[src/rtl/logic_pair_cfg_loader_if.sv]
// Serial configuration stream plus the programming outputs that feed one logic_pair cell.
interface logic_pair_cfg_loader_if;
    logic        cfg_din;
    logic        cfg_valid;
    logic        cfg_ready;
    logic [15:0] look_up_t;
    logic        switch;
    logic        bypass;
    logic [2:0]  CYMUX0_select;
    logic        carryOut_sel_mux;
    logic        prgm_b;
    logic        CLB_prgm_b;
    logic        cfg_done;
    logic        cfg_err;

    modport master (
        output cfg_din, cfg_valid,
        input  cfg_ready, look_up_t, switch, bypass, CYMUX0_select, carryOut_sel_mux,
        input  prgm_b, CLB_prgm_b, cfg_done, cfg_err
    );

    modport slave (
        input  cfg_din, cfg_valid,
        output cfg_ready, look_up_t, switch, bypass, CYMUX0_select, carryOut_sel_mux,
        output prgm_b, CLB_prgm_b, cfg_done, cfg_err
    );
endinterface

[src/rtl/logic_pair_cfg_loader.sv]
// Framed serial loader for one logic pair: sync hunt, 22-bit payload, even parity,
// then a timed low-active programming strobe while the new config is held stable.
//
//  state    | meaning
//  ---------+-----------------------------------------------------------
//  S_HUNT   | shifting accepted bits looking for SYNC_WORD
//  S_LOAD   | writing payload bits LSB first into the shadow register
//  S_PARITY | next accepted bit is the even-parity bit
//  S_COMMIT | strobes low, input stalled, counting down PRG_CYCLES
module logic_pair_cfg_loader #(
    parameter logic [7:0]  SYNC_WORD  = 8'hA5,
    parameter int unsigned PRG_CYCLES = 2
) (
    input  logic                     clk,
    input  logic                     reset,
    logic_pair_cfg_loader_if.slave   cfg
);
    localparam logic [3:0] PRG_LOAD = 4'(PRG_CYCLES);
    localparam logic [4:0] LAST_BIT = 5'd21;

    typedef enum logic [1:0] {S_HUNT, S_LOAD, S_PARITY, S_COMMIT} state_t;

    state_t      r_state;
    state_t      w_state_nxt;
    logic [7:0]  r_sync_sr;
    logic [4:0]  r_bit_cnt;
    logic [21:0] r_shadow;
    logic [21:0] r_active;
    logic [3:0]  r_strobe_cnt;
    logic        r_done;
    logic        r_err;

    logic        w_ready;
    logic        w_accept;
    logic [7:0]  w_sync_nxt;
    logic        w_sync_hit;
    logic        w_parity_ok;
    logic        w_commit;
    logic        w_fail;
    logic        w_strobe_end;

    assign w_ready     = (r_state != S_COMMIT);
    assign w_accept    = cfg.cfg_valid & w_ready;
    assign w_sync_nxt  = {r_sync_sr[6:0], cfg.cfg_din};
    assign w_sync_hit  = (w_sync_nxt == SYNC_WORD);
    assign w_parity_ok = ~(^{r_shadow, cfg.cfg_din});

    always_ff @(posedge clk) begin
        if (reset) begin
            r_state <= S_HUNT;
        end else begin
            r_state <= w_state_nxt;
        end
    end

    always_comb begin
        w_state_nxt  = r_state;
        w_commit     = 1'b0;
        w_fail       = 1'b0;
        w_strobe_end = 1'b0;
        case (r_state)
            S_HUNT: begin
                if (w_accept && w_sync_hit) begin
                    w_state_nxt = S_LOAD;
                end
            end
            S_LOAD: begin
                if (w_accept && (r_bit_cnt == LAST_BIT)) begin
                    w_state_nxt = S_PARITY;
                end
            end
            S_PARITY: begin
                if (w_accept) begin
                    if (w_parity_ok) begin
                        w_commit    = 1'b1;
                        w_state_nxt = S_COMMIT;
                    end else begin
                        w_fail      = 1'b1;
                        w_state_nxt = S_HUNT;
                    end
                end
            end
            S_COMMIT: begin
                // counter value 1 decrements to 0 on this edge
                if (r_strobe_cnt <= 4'd1) begin
                    w_strobe_end = 1'b1;
                    w_state_nxt  = S_HUNT;
                end
            end
            default: begin
                w_state_nxt = S_HUNT;
            end
        endcase
    end

    always_ff @(posedge clk) begin
        if (reset) begin
            r_sync_sr    <= 8'h00;
            r_bit_cnt    <= 5'd0;
            r_shadow     <= 22'd0;
            r_active     <= 22'd0;
            r_strobe_cnt <= 4'd0;
            r_done       <= 1'b0;
            r_err        <= 1'b0;
        end else begin
            r_done <= w_strobe_end;
            r_err  <= w_fail;
            case (r_state)
                S_HUNT: begin
                    if (w_accept) begin
                        r_sync_sr <= w_sync_nxt;
                        if (w_sync_hit) begin
                            r_bit_cnt <= 5'd0;
                        end
                    end
                end
                S_LOAD: begin
                    if (w_accept) begin
                        r_shadow[r_bit_cnt] <= cfg.cfg_din;
                        r_bit_cnt           <= r_bit_cnt + 5'd1;
                    end
                end
                S_PARITY: begin
                    if (w_commit) begin
                        r_active     <= r_shadow;
                        r_strobe_cnt <= PRG_LOAD;
                    end
                    if (w_fail) begin
                        r_sync_sr <= 8'h00;
                    end
                end
                S_COMMIT: begin
                    r_strobe_cnt <= r_strobe_cnt - 4'd1;
                    if (w_strobe_end) begin
                        r_sync_sr <= 8'h00;
                    end
                end
                default: begin
                    r_sync_sr <= 8'h00;
                end
            endcase
        end
    end

    assign cfg.cfg_ready        = w_ready;
    assign cfg.look_up_t        = r_active[15:0];
    assign cfg.switch           = r_active[16];
    assign cfg.bypass           = r_active[17];
    assign cfg.CYMUX0_select    = r_active[20:18];
    assign cfg.carryOut_sel_mux = r_active[21];
    assign cfg.prgm_b           = (r_state != S_COMMIT);
    assign cfg.CLB_prgm_b       = (r_state != S_COMMIT);
    assign cfg.cfg_done         = r_done;
    assign cfg.cfg_err          = r_err;
endmodule

[src/flat_wrapper.sv]
// flat-port wrapper written by rule: the top's interface ports become plain ports
module logic_pair_cfg_loader_flat 
#(
    parameter logic [7:0]  SYNC_WORD  = 8'hA5,
    parameter int unsigned PRG_CYCLES = 2
)
  (clk, reset, cfg_cfg_din, cfg_cfg_valid, cfg_cfg_ready, cfg_look_up_t, cfg_switch, cfg_bypass, cfg_CYMUX0_select, cfg_carryOut_sel_mux, cfg_prgm_b, cfg_CLB_prgm_b, cfg_cfg_done, cfg_cfg_err);
  logic_pair_cfg_loader_if cfg_i ();
  input  logic clk;
  input  logic reset;
  input wire logic [$bits(cfg_i.cfg_din)-1:0] cfg_cfg_din;
  input wire logic [$bits(cfg_i.cfg_valid)-1:0] cfg_cfg_valid;
  output wire logic [$bits(cfg_i.cfg_ready)-1:0] cfg_cfg_ready;
  output wire logic [$bits(cfg_i.look_up_t)-1:0] cfg_look_up_t;
  output wire logic [$bits(cfg_i.switch)-1:0] cfg_switch;
  output wire logic [$bits(cfg_i.bypass)-1:0] cfg_bypass;
  output wire logic [$bits(cfg_i.CYMUX0_select)-1:0] cfg_CYMUX0_select;
  output wire logic [$bits(cfg_i.carryOut_sel_mux)-1:0] cfg_carryOut_sel_mux;
  output wire logic [$bits(cfg_i.prgm_b)-1:0] cfg_prgm_b;
  output wire logic [$bits(cfg_i.CLB_prgm_b)-1:0] cfg_CLB_prgm_b;
  output wire logic [$bits(cfg_i.cfg_done)-1:0] cfg_cfg_done;
  output wire logic [$bits(cfg_i.cfg_err)-1:0] cfg_cfg_err;
  assign cfg_i.cfg_din = cfg_cfg_din;
  assign cfg_i.cfg_valid = cfg_cfg_valid;
  assign cfg_cfg_ready = cfg_i.cfg_ready;
  assign cfg_look_up_t = cfg_i.look_up_t;
  assign cfg_switch = cfg_i.switch;
  assign cfg_bypass = cfg_i.bypass;
  assign cfg_CYMUX0_select = cfg_i.CYMUX0_select;
  assign cfg_carryOut_sel_mux = cfg_i.carryOut_sel_mux;
  assign cfg_prgm_b = cfg_i.prgm_b;
  assign cfg_CLB_prgm_b = cfg_i.CLB_prgm_b;
  assign cfg_cfg_done = cfg_i.cfg_done;
  assign cfg_cfg_err = cfg_i.cfg_err;
  logic_pair_cfg_loader #(.SYNC_WORD(SYNC_WORD), .PRG_CYCLES(PRG_CYCLES)) u_core (.clk(clk), .reset(reset), .cfg(cfg_i));
endmodule
[config.mk]
export PLATFORM = sky130hd
export DESIGN_NAME = logic_pair_cfg_loader_flat
export DESIGN_NICKNAME = d
export VERILOG_FILES = /design/src/rtl/logic_pair_cfg_loader_if.sv /design/src/rtl/logic_pair_cfg_loader.sv /design/src/flat_wrapper.sv
export SDC_FILE = /design/constraint.sdc
export NUM_CORES = 1
export LEC_CHECK = 0
export ABC_AREA = 1
export CAP_MARGIN = 10
export CELL_PAD_IN_SITES_DETAIL_PLACEMENT = 0
export CELL_PAD_IN_SITES_GLOBAL_PLACEMENT = 1
export CORE_ASPECT_RATIO = 0.5
export CORE_MARGIN = 10
export CORE_UTILIZATION = 44
export DETAILED_ROUTE_END_ITERATION = 8
export GPL_ROUTABILITY_DRIVEN = 1
export HOLD_SLACK_MARGIN = 0.06
export MAX_ROUTING_LAYER = met4
export PLACE_DENSITY_LB_ADDON = 0.3
export SYNTH_ARGS = -nofsm -noshare
export SYNTH_HDL_FRONTEND = slang
export SYNTH_SLANG_ARGS = --single-unit
[constraint.sdc]
create_clock -name clk -period 3.5 [get_ports clk]
set_input_delay 0.35 -clock clk [delete_from_list [all_inputs] [get_ports clk]]
set_output_delay 0.35 -clock clk [all_outputs]
set_load 0.05 [all_outputs]
== Yosys cells after proc, flatten, opt, wreduce, memory -nomap -nowiden ==
Cells that the tools add are included.
Widths: inputs -> output; s select.

* Register bits after elaboration: 64
* Bits of input ports: 4
* Output and inout bits: 27
* Logic and storage cells: 71

* Add/sub/neg operators: 2
* Order comparisons: 3
* Equality and inequality tests: 16
* Mux-type cells: 27
* Bitwise logic cells: 1
* Reductions and logical operators: 14

{| class="wikitable"
|+ Operators by type and width
! operator !! number
|-
| $reduce_xor 23->1 || 1
|-
| $bwmux 22 || 1
|-
| $mux 7 || 3
|-
| $pmux 7 s3 || 1
|-
| $ne 2x1->1 const B || 10
|-
| $mux 5 || 3
|-
| $reduce_and 4->1 || 3
|-
| $mux 2 || 5
|-
| $pmux 5 s2 || 1
|-
| $mux 1 || 9
|-
| $eq 8x8->1 const B || 1
|-
| $pmux 2 s4 || 1
|-
| $pmux 4 s2 || 1
|-
| $lt 5x6->1 const B || 1
|-
| $reduce_and 2->1 || 3
|-
| $add 5x1->5 const B || 1
|-
| $demux 1 s5 || 1
|-
| $eq 5x5->1 const B || 1
|-
| $ge 5x1->1 const B || 1
|-
| $eq 2x2->1 const B || 2
|-
| $le 4x1->1 const B || 1
|-
| $mux 4 || 1
|-
| $reduce_bool 2->1 || 2
|-
| $sub 4x1->4 const B || 1
|-
| 6 further kinds || 8
|}

== Depth between registers and ports, before layout ==
* Depth after elaboration: 6
* Depth in mapped cells: 15
* Depth with buffers taken out: 14

== Worst setup path before layout ==
No wires, ideal clock.

* Path kind: reg-to-reg
* Start: register u_core.r_state[0]
* End: register u_core.r_sync_sr[4]
* Setup time: 0.115 ns
* Arrival time: 1.609 ns
* Required time: 3.385 ns
* Setup slack: 1.776 ns
* Stages on the path, launching flop included: 11
* Buffers on the path: 2
* Period minus slack after synthesis: 1.724 ns
* Cell sequence: dfxtp_1 buf_2 nand2_2 inv_2 nand2_1 o21ai_0 nor2_1 buf_2 nand3_1 nand2_1 nor2_1

* Cells in the longest elaborated chain, start to end: 6
* Elaborated cells on any way between the ends: 14
* Classes of those cells: eq/ne: 6; mux: 4; bitwise: 1; reduce/logical: 3

{| class="wikitable"
|+ Ends and longest elaborated chain
! element !! line !! text
|-
| from (decl) || logic_pair_cfg_loader.sv:23 || <nowiki>state_t r_state;</nowiki>
|-
| from (signal assigned) || logic_pair_cfg_loader.sv:52 || <nowiki>r_state <= w_state_nxt;</nowiki>
|-
| $ne 2x2->1 (*) || -- ||
|-
| named net cfg_CLB_prgm_b || flat_wrapper.sv:20 || <nowiki>output wire logic [$bits(cfg_i.CLB_prgm_b)-1:0] cfg_CLB_prgm_b;</nowiki>
|-
| $and 1x1->1 (*) || logic_pair_cfg_loader.sv:43 || <nowiki>assign w_accept = cfg.cfg_valid & w_ready;</nowiki>
|-
| $mux 1 || logic_pair_cfg_loader.sv:73 || <nowiki>if (w_accept) begin</nowiki>
|-
| $mux 1 || logic_pair_cfg_loader.sv:61 || <nowiki>case (r_state)</nowiki>
|-
| $ne 2x1->1 (no source line) || -- ||
|-
| $reduce_and 4->1 (no source line) (*) || -- ||
|-
| to (signal assigned) || logic_pair_cfg_loader.sv:111 || <nowiki>r_sync_sr <= w_sync_nxt;</nowiki>
|-
| to (decl) || logic_pair_cfg_loader.sv:25 || <nowiki>logic [7:0] r_sync_sr;</nowiki>
|}

Mark *: on every way through the listed nets, which the timed path passes. The rest lies on a longest branch.
A chain may end at the register's enable or synchronous reset.

== Worst setup path in the final report ==
* Start: input cfg_cfg_din
* End: register u_core.r_strobe_cnt[0]

* Cells in the longest elaborated chain, start to end: 6

{| class="wikitable"
|+ Ends and longest elaborated chain
! element !! line !! text
|-
| from (decl) || flat_wrapper.sv:11 || <nowiki>input wire logic [$bits(cfg_i.cfg_din)-1:0] cfg_cfg_din;</nowiki>
|-
| $reduce_xor 23->1 || logic_pair_cfg_loader.sv:46 || <nowiki>assign w_parity_ok = ~(^{r_shadow, cfg.cfg_din});</nowiki>
|-
| $mux 1 || logic_pair_cfg_loader.sv:74 || <nowiki>if (w_parity_ok) begin</nowiki>
|-
| $mux 1 || logic_pair_cfg_loader.sv:73 ||
|-
| $mux 1 || logic_pair_cfg_loader.sv:61 ||
|-
| $ne 2x1->1 (no source line) || -- ||
|-
| $reduce_and 2->1 (no source line) || -- ||
|-
| to (signal assigned) || logic_pair_cfg_loader.sv:133 || <nowiki>r_strobe_cnt <= r_strobe_cnt - 4'd1;</nowiki>
|-
| to (decl) || logic_pair_cfg_loader.sv:29 || <nowiki>logic [3:0] r_strobe_cnt;</nowiki>
|}

No other way between the ends.

==> impl_metrics.tcl <==
set metrics [dict create \
    status "complete, no violations" \
    rows 22 \
    post-cts-setup-buffer-count 0 \
    core-area_um2 7270 \
    clk_latency_ps 340 \
    grt_pass1_vias 2841 \
    port_buffers 30 \
    ant_nets 0 \
    crit_slowest_cell "nand3_2" \
    grt_usage 0.152 \
    cp.arrival_ps 2530 \
    die_y_um 81 \
    grt_max_degree 48 \
    nNetsFinal 498 \
    reg2reg_depth 13 \
    setup_viol 0 \
    cp-end-kind "flip-flop" \
    cpMostUsedCell "nand2_1" \
    fin_crit_sh 0.661 \
    fmax_mhz 433 \
    cts_tree "yes" \
    critical_path_class "in -> reg" \
    cp_max_fo 25 \
    synthesis.nets 475 \
    die_x_um 142 \
    antenna_cells 0 \
    fin_crit_ps 2310 \
    hold_depth 2 \
    die-area_um2 11500 \
    fin_skew_ps 4.90 \
    mostFrequentLayoutCell "nand2_1" \
    start_kind "input pin" \
    drt_iter0_markers 166 \
    hold_class "reg -> reg" \
    crit_chain "clkdlybuf4s50_1 -> buf_4 -> xnor2_2 -> nand2_1 -> nand2_1 -> nand3_1 -> nand2_2 -> inv_2 -> nand2_4 -> nand3_2 -> nand2_1 -> a21oi_1" \
    ios 31 \
    final_cell_mix "120 x nand2_1, 64 x dfxtp_1, 58 x a21oi_1" \
    slew_viol_final 0 \
    h-tree-depth 3 \
    irDropWorstVdd_v 0.000242 \
    worst-path-buf-inv 3 \
    drtPass1Iterations 4 \
    root_buffer "clkbuf_16" \
    drc 0 \
    cts.sinks 64 \
    layout_setup_ws_ps 1190 \
    gp_congestion 0.820 \
    syn_avg_cell_area_um2 7.04 \
    netlist_area_um2 3270 \
    worst_slew_margin_rel 0.337 \
    viasPerCell 5.19 \
    wl_per_cell_um 13.6 \
    setup-tns-final_ps 0 \
    worst_pin_slew_ps 986 \
    cp.required_ps 3720 \
    synth-seq-cells 64 \
    cp.depth 12 \
    ys_seq_area_frac 0.391 \
    cts_buffers 9 \
    netlist-cell-type-count 31 \
    cts_hold_buf 0 \
    clk_pin_slew_worst_paths_ps 50 \
    initial_utilization 0.451 \
    grt_setup_unrepaired "no" \
    hold_viol 0 \
    cap_violations 0 \
    grt_first_pass_wirelength_um 13700 \
    cts_buffer_depth 2 \
    antenna_found_initial 0 \
    cpPeakStageDelay_ps 470 \
    place_ws_ps 816 \
    drive_above_1_share 0.0711 \
    hpwl_um 5610 \
    power_density_nw_per_um2 457 \
    crit_family "simple AND/OR/NAND/NOR gates" \
    leakagePower_nw 1.56 \
    yosys_warnings 0 \
    syn_to_final_growth_pct 19.6 \
    netlist_instances 465 \
    finalPower_mw 1.79 \
    vias 3053 \
    whs_ps 459 \
    drt-total-wl_um 8020 \
    ctsResizeCount 0 \
    overflow 0 \
]
==> where the power goes <==
part           leakage [nW]  total, mW  switching (mW)  internal, mW
Sequential            0.517      0.743         0.00617         0.736
Combinational         0.882     0.0746          0.0529        0.0218
Clock                 0.159      0.974           0.317         0.657
==> routing by layer <==
layer | wire, µm | track usage | share of wire
met1 | 4000 | 0.188 | 0.50
met2 | 3520 | 0.224 | 0.44
met3 | 436 | 0.0541 | 0.054
met4 | 76 | 0.0578 | 0.0095
met5 | 0 | - | 0
==> path summary, 6_finish.rpt <==
check / startpoint / end / slack (ps)
worst max-delay path: cfg_cfg_din / u_core.r_strobe_cnt[0]$_SDFFE_PP0P_ / 1190
worst max register to register: u_core.r_shadow[15]$_SDFFE_PP0P_ / u_core.r_strobe_cnt[0]$_SDFFE_PP0P_ / 1260
worst min-delay path: u_core.r_active[15]$_SDFFE_PP0P_ / u_core.r_active[15]$_SDFFE_PP0P_ / 460
worst min register to register: u_core.r_active[15]$_SDFFE_PP0P_ / u_core.r_active[15]$_SDFFE_PP0P_ / 460
==> tightest hold or removal path, delay by kind of cell, from the launching register on <==
kind / cells / cell delay, ps
DFF: 1 / 300
and+or+nand+nor: 1 / 60
AOI/OAI and AO/OA: 1 / 50
==> logic make-up after synthesis <==
group	synth area share
compound gates	0.166
xor+xnor	0.0210
fa+ha+maj	0.0229
buf+inv	0.100
flops	0.391
simple gates	0.299
==> cell type report <==
cell class | instances | area, µm²
clock inverter | 3 | 65.1
inverter | 53 | 199
timing repair buffer | 34 | 330
tap | 96 | 120
sequential | 64 | 1280
clock buffer | 12 | 256
fill | 738 | 3350
multi-input combinational | 326 | 1670
==> Yosys cell counts <==
cell type | number | area, µm²
ha_1 | 6 | 75.1
a22oi_1 | 1 | 7.51
xnor2_1 | 5 | 43.8
nor3_1 | 10 | 50.1
nand2_1 | 120 | 450
nand3_4 | 1 | 17.5
inv_1 | 45 | 169
o21ai_0 | 19 | 95.1
nand2_2 | 4 | 25.0
buf_2 | 7 | 35.0
a31oi_1 | 1 | 6.26
nor3_2 | 2 | 20.0
xor2_1 | 1 | 8.76
clkbuf_1 | 9 | 33.8
nand4_1 | 23 | 144
nand2_4 | 1 | 11.3
inv_2 | 6 | 22.5
a311oi_1 | 15 | 131
buf_6 | 4 | 45.0
clkinv_1 | 2 | 7.51
nand3_1 | 30 | 150
xnor2_2 | 1 | 16.3
a21oi_1 | 58 | 290
nor2_2 | 1 | 6.26
nor2_1 | 23 | 86.3
nand3_2 | 1 | 10.0
o21ai_1 | 1 | 5.00
dfxtp_1 | 64 | 1280
buf_4 | 2 | 15.0
o211ai_1 | 1 | 7.51
nor3b_1 | 1 | 7.51
==> registers in the layout, summed over array words and instances, names as in the netlist <==
signal / flops
u_core.cfg.cfg_done: 1
u_core.r_bit_cnt: 5
u_core.cfg.cfg_err: 1
u_core.r_strobe_cnt: 4
u_core.r_state: 2
u_core.r_active: 22
u_core.r_shadow: 22
u_core.r_sync_sr: 7
==> metrics by stage <==
step            util  area (µm²)  std cells
2_1_floorplan      -        3270        465
3_3_place_gp   0.495        3600        573
3_5_place_dp   0.495        3600        573
4_1_cts        0.539        3920        588
5_1_grt        0.539        3920        588
6_report       0.539        3920        588
Power figures use the tool's default switching activity.
